### config.mk
export PLATFORM = sky130hd
export DESIGN_NAME = mesh_link
export DESIGN_NICKNAME = d
export VERILOG_FILES = /design/src/rtl/mesh_link_pkg.sv /design/src/rtl/link_fifo.sv /design/src/rtl/mesh_link.sv
export SDC_FILE = /design/constraint.sdc
export NUM_CORES = 1
export LEC_CHECK = 0
export CAP_MARGIN = 20
export CORE_MARGIN = 4
export CORE_UTILIZATION = 42
export CTS_BUF_LIST = sky130_fd_sc_hd__clkbuf_16
export CTS_CLUSTER_DIAMETER = 200
export DETAILED_ROUTE_END_ITERATION = 7
export PLACE_DENSITY = 0.75
export SLEW_MARGIN = 20
export SYNTH_ARGS = -nofsm -noshare
export SYNTH_HDL_FRONTEND = slang
export SYNTH_SLANG_ARGS = --single-unit
### constraint.sdc
create_clock -name clk -period 2.3 [get_ports clk]
set_input_delay 0.46 -clock clk [delete_from_list [all_inputs] [get_ports clk]]
set_output_delay 0.46 -clock clk [all_outputs]
set_load 0.02 [all_outputs]
### src/rtl/mesh_link_pkg.sv
// Shared types for the mesh link: word width, word type and the default link depth.
package mesh_link_pkg;
    localparam int WORD_W     = 32;
    localparam int LINK_DEPTH = 4;

    typedef logic [WORD_W-1:0] word;
endpackage

### src/rtl/link_fifo.sv
// Storage array for mesh_link: one synchronous write port, one asynchronous read port.
// Contents are deliberately not reset; validity is tracked by the owner's counters.
module link_fifo
    import mesh_link_pkg::*;
#(
    parameter int DEPTH = LINK_DEPTH,
    parameter int AW    = $clog2(DEPTH)
) (
    input  logic              clk,
    input  logic              i_we,
    input  logic [AW-1:0]     i_waddr,
    input  logic [WORD_W-1:0] i_wdata,
    input  logic [AW-1:0]     i_raddr,
    output logic [WORD_W-1:0] o_rdata
);

    logic [WORD_W-1:0] r_mem [DEPTH];

    // Write the incoming word at the write pointer when a push is granted
    always_ff @(posedge clk) begin
        if (i_we) r_mem[i_waddr] <= i_wdata;
    end

    assign o_rdata = r_mem[i_raddr];

endmodule

### src/rtl/mesh_link.sv
// mesh_link: buffered point-to-point channel between neighbouring mesh tiles.
// Upstream send handshake in, downstream recv handshake out, DEPTH-entry FIFO between.
// Optional feature: define MESH_LINK_STATS_EN to add the saturating xfer_count port.
module mesh_link
    import mesh_link_pkg::*;
#(
    parameter int DEPTH = LINK_DEPTH
) (
    input  logic              clk,
    input  logic              rst,
    input  logic [WORD_W-1:0] send_data,
    input  logic              send_ready,
    output logic              send_done,
    output logic [WORD_W-1:0] recv_data,
    output logic              recv_valid,
    input  logic              recv_ready
`ifdef MESH_LINK_STATS_EN
    ,
    output logic [15:0]       xfer_count
`endif
);

    localparam int AW    = $clog2(DEPTH);
    localparam int CNT_W = AW + 1;

    logic [AW-1:0]    r_wp;
    logic [AW-1:0]    r_rp;
    logic [CNT_W-1:0] r_cnt;

    logic w_full;
    logic w_empty;
    logic w_push;
    logic w_pop;

    assign w_full  = (r_cnt == CNT_W'(DEPTH));
    assign w_empty = (r_cnt == '0);

    // No full bypass: a pop in the same cycle does not open a slot until the next cycle,
    // so send_done never depends on recv_ready. Held low during reset.
    assign w_push     = send_ready & ~w_full & ~rst;
    assign w_pop      = ~w_empty & recv_ready;
    assign send_done  = w_push;
    assign recv_valid = ~w_empty;

    link_fifo #(.DEPTH(DEPTH), .AW(AW)) u_fifo (
        .clk     (clk),
        .i_we    (w_push),
        .i_waddr (r_wp),
        .i_wdata (send_data),
        .i_raddr (r_rp),
        .o_rdata (recv_data)
    );

    // Pointers wrap naturally at DEPTH (power of two)
    always_ff @(posedge clk or posedge rst) begin
        if (rst) begin
            r_wp <= '0;
            r_rp <= '0;
        end else begin
            if (w_push) r_wp <= r_wp + 1'b1;
            if (w_pop)  r_rp <= r_rp + 1'b1;
        end
    end

    // Occupancy: +1 on push only, -1 on pop only, hold otherwise
    always_ff @(posedge clk or posedge rst) begin
        if (rst) begin
            r_cnt <= '0;
        end else begin
            case ({w_push, w_pop})
                2'b10:   r_cnt <= r_cnt + 1'b1;
                2'b01:   r_cnt <= r_cnt - 1'b1;
                default: r_cnt <= r_cnt;
            endcase
        end
    end

`ifdef MESH_LINK_STATS_EN
    logic [15:0] r_xfer;

    // Delivered-word counter, saturating at all ones
    always_ff @(posedge clk or posedge rst) begin
        if (rst)                             r_xfer <= '0;
        else if (w_pop && r_xfer != 16'hFFFF) r_xfer <= r_xfer + 16'd1;
    end

    assign xfer_count = r_xfer;
`endif

endmodule

==> flow_summary_export.csv, run 1 <==
group,metric,value,unit
routing,drt_first_iter_violations,171,
logic_synthesis,largest_cells_by_area_after_synthesis,"sky130_fd_sc_hd__edfxtp_1 (75%), sky130_fd_sc_hd__mux4_2 (8.8%), sky130_fd_sc_hd__mux4_1 (6.2%), sky130_fd_sc_hd__dfrtp_1 (3.4%), sky130_fd_sc_hd__ha_1 (1.2%)",
routing,finalWirelength,9.00,mm
timing,achievable-frequency,449,MHz
die,die_footprint,0.0140,sq mm
die,core_area,0.0120,sq mm
power_and_ir_drop,power_density,1260,mW/mm^2
routing,wl_per_cell,19.4,um
worst_setup_path,setup.worst_path.end_class,"primary output",
clock_tree,cts_root_buffer,"sky130_fd_sc_hd__clkbuf_16",
worst_setup_path,r2r.worst_path.cells,9,
cells_and_area,mostFrequentLayoutCells,"sky130_fd_sc_hd__edfxtp_1 (128), sky130_fd_sc_hd__clkdlybuf4s50_1 (35), sky130_fd_sc_hd__mux4_2 (32)",
logic_synthesis,synth_top_cell_by_area,"sky130_fd_sc_hd__edfxtp_1",
worst_setup_path,r2r_setup_slack,0.38,ns
cells_and_area,multi_input_area,962,sq um
clock_tree,cts.path.max_buffers,2,
worst_setup_path,r2r-end,"r_cnt[2]",
cells_and_area,layout-area-overhead-vs-synth,30.4,%
clock_tree,htree_levels,4,
worst_setup_path,reg2reg_from,"r_cnt[2]",
clock_tree,insertion_delay,0.40,ns
placed_design,gp_routability_congestion,0.701,
power_and_ir_drop,total_switching_power,2390,uW
power_and_ir_drop,share_clk_of_total_power,29.2,%
logic_synthesis,count_of_yosys_warnings_during_synthesis,0,
power_and_ir_drop,sw_frac_of_total,28.5,%
worst_setup_path,worst-setup-path-type,"reg2out",
logic_synthesis,count_of_state_elements_after_synthesis,135,
timing,timing_hold_violations_final,0,
placed_design,port_buffers,69,
logic_synthesis,synthesis.instances,206,
power_and_ir_drop,sequentialPowerShare,37.5,%
worst_setup_path,startpoint,"r_rp[0]",
cells_and_area,filler_cell_count,909,
worst_setup_path,critPathCapture,"recv_data[8]",
placed_design,post-place-ws,-0.128,ns
cells_and_area,finish.utilization,55.8,%
timing,timing.hold.ws,0.388,ns
worst_setup_path,crit_path_max_fanout,8,
grt,grt_max_degree,22,
logic_synthesis,postSynthAreaPerCell,24.9,sq um
grt,grtUsageTotal,13.8,%
grt,grt_pass1_vias,2510,
power_and_ir_drop,ir_worst_vdd,0.506,mV
cells_and_area,register_area,0.00402,sq mm
logic_synthesis,mappedNetlistNets,248,
timing,timing_worst_slew_pin_value,0.308,ns
logic_synthesis,synth.distinct_cells,21,
clock_tree,cts_hold_buffers,0,
timing,timing.clock.skew,0.00671,ns
timing,relSlewSlack,79.5,%
routing,route.antenna.remaining_nets,0,
status,outcome,"completed",
routing,first_pass_iters,4,
timing,post-route-worst-setup-slack,0.0746,ns
cells_and_area,num-nets-final,347,
power_and_ir_drop,cell_internal_pwr,6000,uW
grt,grt_antenna_before_repair,0,
routing,drc,0,
timing,timing_max_transition_violations_final,0,
routing,route.vias.total,2313,
logic_synthesis,synth_sequential_area_ratio,78.5,%
worst_setup_path,cp_data_required_time,1.84,ns
grt,grt_overflow,0,
die,design.portCount,70,
timing,grt_setup_unrepaired,"true",
timing,period_share,96.8,%
placed_design,dp.final_hpwl,5.57,mm
power_and_ir_drop,p_leak,0.00233,uW
timing,setup_violations,0,
run,maximum_capacitance_violations,0,
logic_synthesis,yosys.area.top_type_share,75.1,%
grt,grt_first_pass_wirelength,14.3,mm
cells_and_area,inserted_diodes,0,
cells_and_area,drive_gt1_share,37.7,%
power_and_ir_drop,combPwrFrac,33.2,%
clock_tree,tritoncts,"done",
worst_setup_path,cp-start-kind,"register",
worst_setup_path,timing.critical_path.arrival,1.77,ns
die,die_height,118,um
timing,fin_crit,2.23,ns
routing,detail_route.vias_per_cell,4.97,
power_and_ir_drop,finalPower,8390,uW
clock_tree,numCtsBuffers,17,
hold_path,hold_class,"in2async",
die,dieWidth,118,um
clock_tree,clock_transition_time_at_the_flip_flop_clock_pins_of_the_worst_setup_and_hold_paths,0.05,ns
cells_and_area,most_frequent_standard_cell_in_the_layout_excluding_fill_and_tap_cells,"sky130_fd_sc_hd__edfxtp_1",
die,starting_density_of_the_core,42.8,%
clock_tree,cts_sinks,135,
logic_synthesis,synth.cell_area,0.00512,sq mm
die,fp-row-count,40,
## area by class of cell
class                           instances  share of cell area, %
Inverter                                8                  0.450
Tap cell                              147                   2.75
Multi-Input combinational cell         55                   14.4
Clock inverter                         15                   1.85
Clock buffer                           17                   6.37
Timing Repair Buffer                   88                   13.9
Sequential cell                       135                   60.2
## layer usage
layer	up-vias	wire length (um)	global-route usage, %
met4	0	131	4.34
met1	1182	3850	17.2
met2	57	4530	22.0
li1	1060	-	-
met5	-	0	0
met3	14	486	5.74
## what timing repair did
item	in CTS	in global routing
gates cloned	2	0
gates resized for setup	136	21
setup endpoints to repair	34	11
setup buffers	1	0
hold endpoints to repair	0	0
## synthesized netlist by cell type
| cell type | count |
|---|---|
| sky130_fd_sc_hd__buf_6 | 4 |
| sky130_fd_sc_hd__inv_2 | 2 |
| sky130_fd_sc_hd__edfxtp_1 | 128 |
| sky130_fd_sc_hd__a311oi_4 | 1 |
| sky130_fd_sc_hd__clkbuf_1 | 1 |
| sky130_fd_sc_hd__nand2_1 | 1 |
| sky130_fd_sc_hd__mux2_4 | 1 |
| sky130_fd_sc_hd__and2_2 | 4 |
| sky130_fd_sc_hd__mux4_2 | 20 |
| sky130_fd_sc_hd__o31a_2 | 1 |
| sky130_fd_sc_hd__nor2_1 | 1 |
| sky130_fd_sc_hd__dfrtp_1 | 7 |
| sky130_fd_sc_hd__xnor2_1 | 3 |
| sky130_fd_sc_hd__xor2_1 | 3 |
| sky130_fd_sc_hd__fa_1 | 1 |
| sky130_fd_sc_hd__inv_1 | 6 |
| sky130_fd_sc_hd__ha_1 | 5 |
| sky130_fd_sc_hd__mux2i_1 | 1 |
| sky130_fd_sc_hd__buf_2 | 3 |
| sky130_fd_sc_hd__or3_2 | 1 |
| sky130_fd_sc_hd__mux4_1 | 12 |
## logic make-up (layout without fill, tap and decap cells)
| group | after synthesis | in the layout | share of synthesized area, % |
|---|---|---|---|
| DFF | 135 | 135 | 78.5 |
| buffers and inverters | 16 | 128 | 1.83 |
| xor gates and xnor gates | 6 | 6 | 1.03 |
| and+or+nand+nor | 7 | 7 | 0.880 |
| adders and majority gates | 6 | 6 | 1.61 |
| muxes | 34 | 34 | 15.4 |
| AOI/OAI and AO/OA | 2 | 2 | 0.709 |
## power groups by stage
stage	registers, uW	clock network (uW)	logic (uW)
floorplan	3140	0	1660
global placement	3180	0	2820
detailed placement	3200	0	2840
CTS	3150	2510	2750
global route	3180	2640	2990
finish	3150	2450	2790
## registers in the layout (all words and copies together) (netlist names)
signal        count
r_wp              2
r_rp              2
u_fifo.r_mem    128
r_cnt             3
## worst max-delay path, stage by stage, from the launching register on
cell and delay (ns):
sky130_fd_sc_hd__dfrtp_2 0.39, sky130_fd_sc_hd__buf_12 0.14, sky130_fd_sc_hd__buf_12 0.14, sky130_fd_sc_hd__mux4_2 0.52
sky130_fd_sc_hd__buf_2 0.18
## worst min-delay path by stage
stage,end,cells past startpoint,slack [ns]
after floorplan,r_cnt[0],1,0.26
after global placement,r_cnt[0],1,0.52
after detailed placement,r_cnt[0],1,0.52
after CTS,r_cnt[0],2,0.38
after global routing,r_cnt[2],2,0.40
final,r_cnt[0],2,0.39
## through the flow
step,cell area [sq um],instances,setup TNS (ns)
global placement,6220,430,-0.132
global route,6680,465,-0.0121
CTS,6690,465,-0.0151
detailed placement,6220,430,-0.289
finish,6680,465,0
floorplan,5120,206,0
No activity file was read; power rests on OpenSTA's default activity.
==> inputs of run 2 (changes only) <==
CELL_PAD_IN_SITES_DETAIL_PLACEMENT = 1   (was unset)
CELL_PAD_IN_SITES_GLOBAL_PLACEMENT = 1   (was unset)
PLACE_DENSITY = 0.82   (was 0.75)
==> flow_summary_export.csv, run 2 (synthesized netlist as in run 1, its figures left out) <==
group,metric,value,unit
timing,achievable-frequency,433,MHz
cells_and_area,inserted_diodes,0,
worst_setup_path,worst-setup-path-type,"reg2out",
timing,post-route-worst-setup-slack,-0.0120,ns
worst_setup_path,cp-start-kind,"register",
timing,grt_setup_unrepaired,"true",
die,die_height,118,um
clock_tree,insertion_delay,0.41,ns
power_and_ir_drop,p_leak,0.00239,uW
timing,period_share,101,%
placed_design,port_buffers,69,
routing,wl_per_cell,22.2,um
status,violations,"setup timing",
worst_setup_path,setup.worst_path.end_class,"primary output",
cells_and_area,most_frequent_standard_cell_in_the_layout_excluding_fill_and_tap_cells,"sky130_fd_sc_hd__edfxtp_1",
routing,detail_route.vias_per_cell,5.16,
timing,setup_violations,2,
routing,drc,0,
worst_setup_path,slowest_stage_cell_cp,"sky130_fd_sc_hd__mux4_1",
die,starting_density_of_the_core,42.8,%
worst_setup_path,critPathMaxStageDelay,0.53,ns
grt,grt_overflow,0,
clock_tree,htree_levels,4,
routing,route.vias.total,2408,
worst_setup_path,cp_data_required_time,1.84,ns
cells_and_area,mostFrequentLayoutCells,"sky130_fd_sc_hd__edfxtp_1 (128), sky130_fd_sc_hd__clkdlybuf4s50_1 (35), sky130_fd_sc_hd__mux4_2 (22)",
status,outcome,"complete, but fails checks",
placed_design,gp_routability_congestion,0.713,
clock_tree,tritoncts,"done",
die,die_footprint,0.0140,sq mm
placed_design,dp.final_hpwl,6.29,mm
grt,grtUsageTotal,16.2,%
grt,grt_max_degree,24,
worst_setup_path,timing.critical_path.arrival,1.85,ns
clock_tree,numCtsBuffers,17,
cells_and_area,finalInstanceArea,0.00678,sq mm
cells_and_area,num-nets-final,349,
die,core_area,0.0120,sq mm
grt,grt_first_pass_wirelength,16.4,mm
clock_tree,cts.path.max_buffers,2,
worst_setup_path,crit_path_max_fanout,4,
timing,timing.hold.ws,0.381,ns
cells_and_area,layout-area-overhead-vs-synth,32.5,%
clock_tree,cts_sinks,135,
grt,grt_pass1_vias,2814,
cells_and_area,flip_flop_count_of_the_largest_register_after_layout,128,
timing,relSlewSlack,78.8,%
timing,fin_crit,2.31,ns
hold_path,hold_class,"in2async",
clock_tree,clock_transition_time_at_the_flip_flop_clock_pins_of_the_worst_setup_and_hold_paths,0.05,ns
grt,grt_antenna_before_repair,0,
power_and_ir_drop,ir_worst_vdd,0.695,mV
timing,timing_hold_violations_final,0,
routing,drt_first_iter_violations,149,
cells_and_area,drive_gt1_share,35.6,%
cells_and_area,largest_registers_ranked_by_flip_flop_count,"u_fifo.r_mem (128), r_cnt (3)",
worst_setup_path,crit_chain,"bufbuf_16, mux4_1, buf_2",
die,design.portCount,70,
clock_tree,cts_hold_buffers,0,
run,maximum_capacitance_violations,0,
placed_design,detailed_place.area,0.00618,sq mm
timing,timing_max_transition_violations_final,0,
power_and_ir_drop,power_density,1290,mW/mm^2
routing,finalWirelength,10.4,mm
routing,route.antenna.remaining_nets,0,
die,dieWidth,118,um
timing,timing_worst_slew_pin_value,0.318,ns
die,fp-row-count,40,
cells_and_area,regMostFlops,"u_fifo.r_mem",
timing,timing.clock.skew,0.00630,ns
placed_design,post-place-ws,-0.174,ns
clock_tree,cts_root_buffer,"sky130_fd_sc_hd__clkbuf_16",
routing,first_pass_iters,5,
power_and_ir_drop,finalPower,8730,uW
-- run 2: changes by cell type in the layout (fill, tap and decap cells not counted), moves of 2 or more --
| cell | previous run | this run |
|---|---|---|
| sky130_fd_sc_hd__mux4_1 | 0 | 10 |
| sky130_fd_sc_hd__mux4_2 | 32 | 22 |
| sky130_fd_sc_hd__buf_6 | 2 | 10 |
| sky130_fd_sc_hd__buf_4 | 10 | 7 |
| sky130_fd_sc_hd__clkinv_2 | 4 | 1 |
| sky130_fd_sc_hd__inv_1 | 11 | 8 |
| sky130_fd_sc_hd__clkinv_4 | 2 | 4 |
| sky130_fd_sc_hd__clkinvlp_4 | 0 | 2 |
-- run 2: final timing paths --
path                                 endpoint  depth (start not counted)  startpoint  slack (ns)
worst max-delay path            recv_data[16]                          3     r_rp[0]       -0.01
worst min-delay path                 r_cnt[0]                          2         rst        0.38
worst max register to register       r_cnt[2]                          9    r_cnt[2]        0.29
worst min register to register       r_cnt[0]                          1    r_cnt[0]        0.54
max in group asynchronous             r_rp[1]                          2         rst        1.66
min in group clk                     r_cnt[0]                          1    r_cnt[0]        0.54
-- run 2: final cells by class --
class	count	area [sq um]
fillers	1033	5180
flip-flops and latches	135	4020
multi-input cells	55	1000
repair buffers	90	958
clock buffers	17	425
well taps	147	184
clock inverters	15	164
inverters	8	30.0
-- run 2: power by group --
| part | internal (uW) | switching (uW) |
|---|---|---|
| sequential | 3020 | 166 |
| clock | 1690 | 995 |
| combinational | 1480 | 1380 |
-- run 2: repair_timing --
action                                  in CTS  in global routing
buffers inserted                             5                  0
cloned                                       2                  0
resized for setup                          149                  7
endpoints found under the setup margin      34                 22
-- run 2: critical path: cells and delay by family (launching register included) --
kind	cells	cell delay, ns
buf+inv	2	0.47
flops	1	0.43
mux	1	0.53
-- run 2: per-layer routing --
| layer | global-route usage, % | part of all wire (%) |
|---|---|---|
| met4 | 6.08 | 1.4 |
| met1 | 18.8 | 41 |
| met2 | 27.6 | 54 |
| met3 | 5.84 | 4.3 |
| met5 | 0 | 0 |
-- run 2: stage by stage --
stage,util (%),std cells,TNS [ns]
finish,56.7,467,-0.0124
global route,56.7,467,-0.856
CTS,56.7,467,-0.464
detailed placement,51.6,428,-0.339
global placement,51.6,428,-0.144
floorplan,-,206,0
==> inputs of run 3 (changes only) <==
SLEW_MARGIN = unset   (was 20)
==> results of run 3 <==
No change in the layout: final DEF, timing and power equal those of run 2.
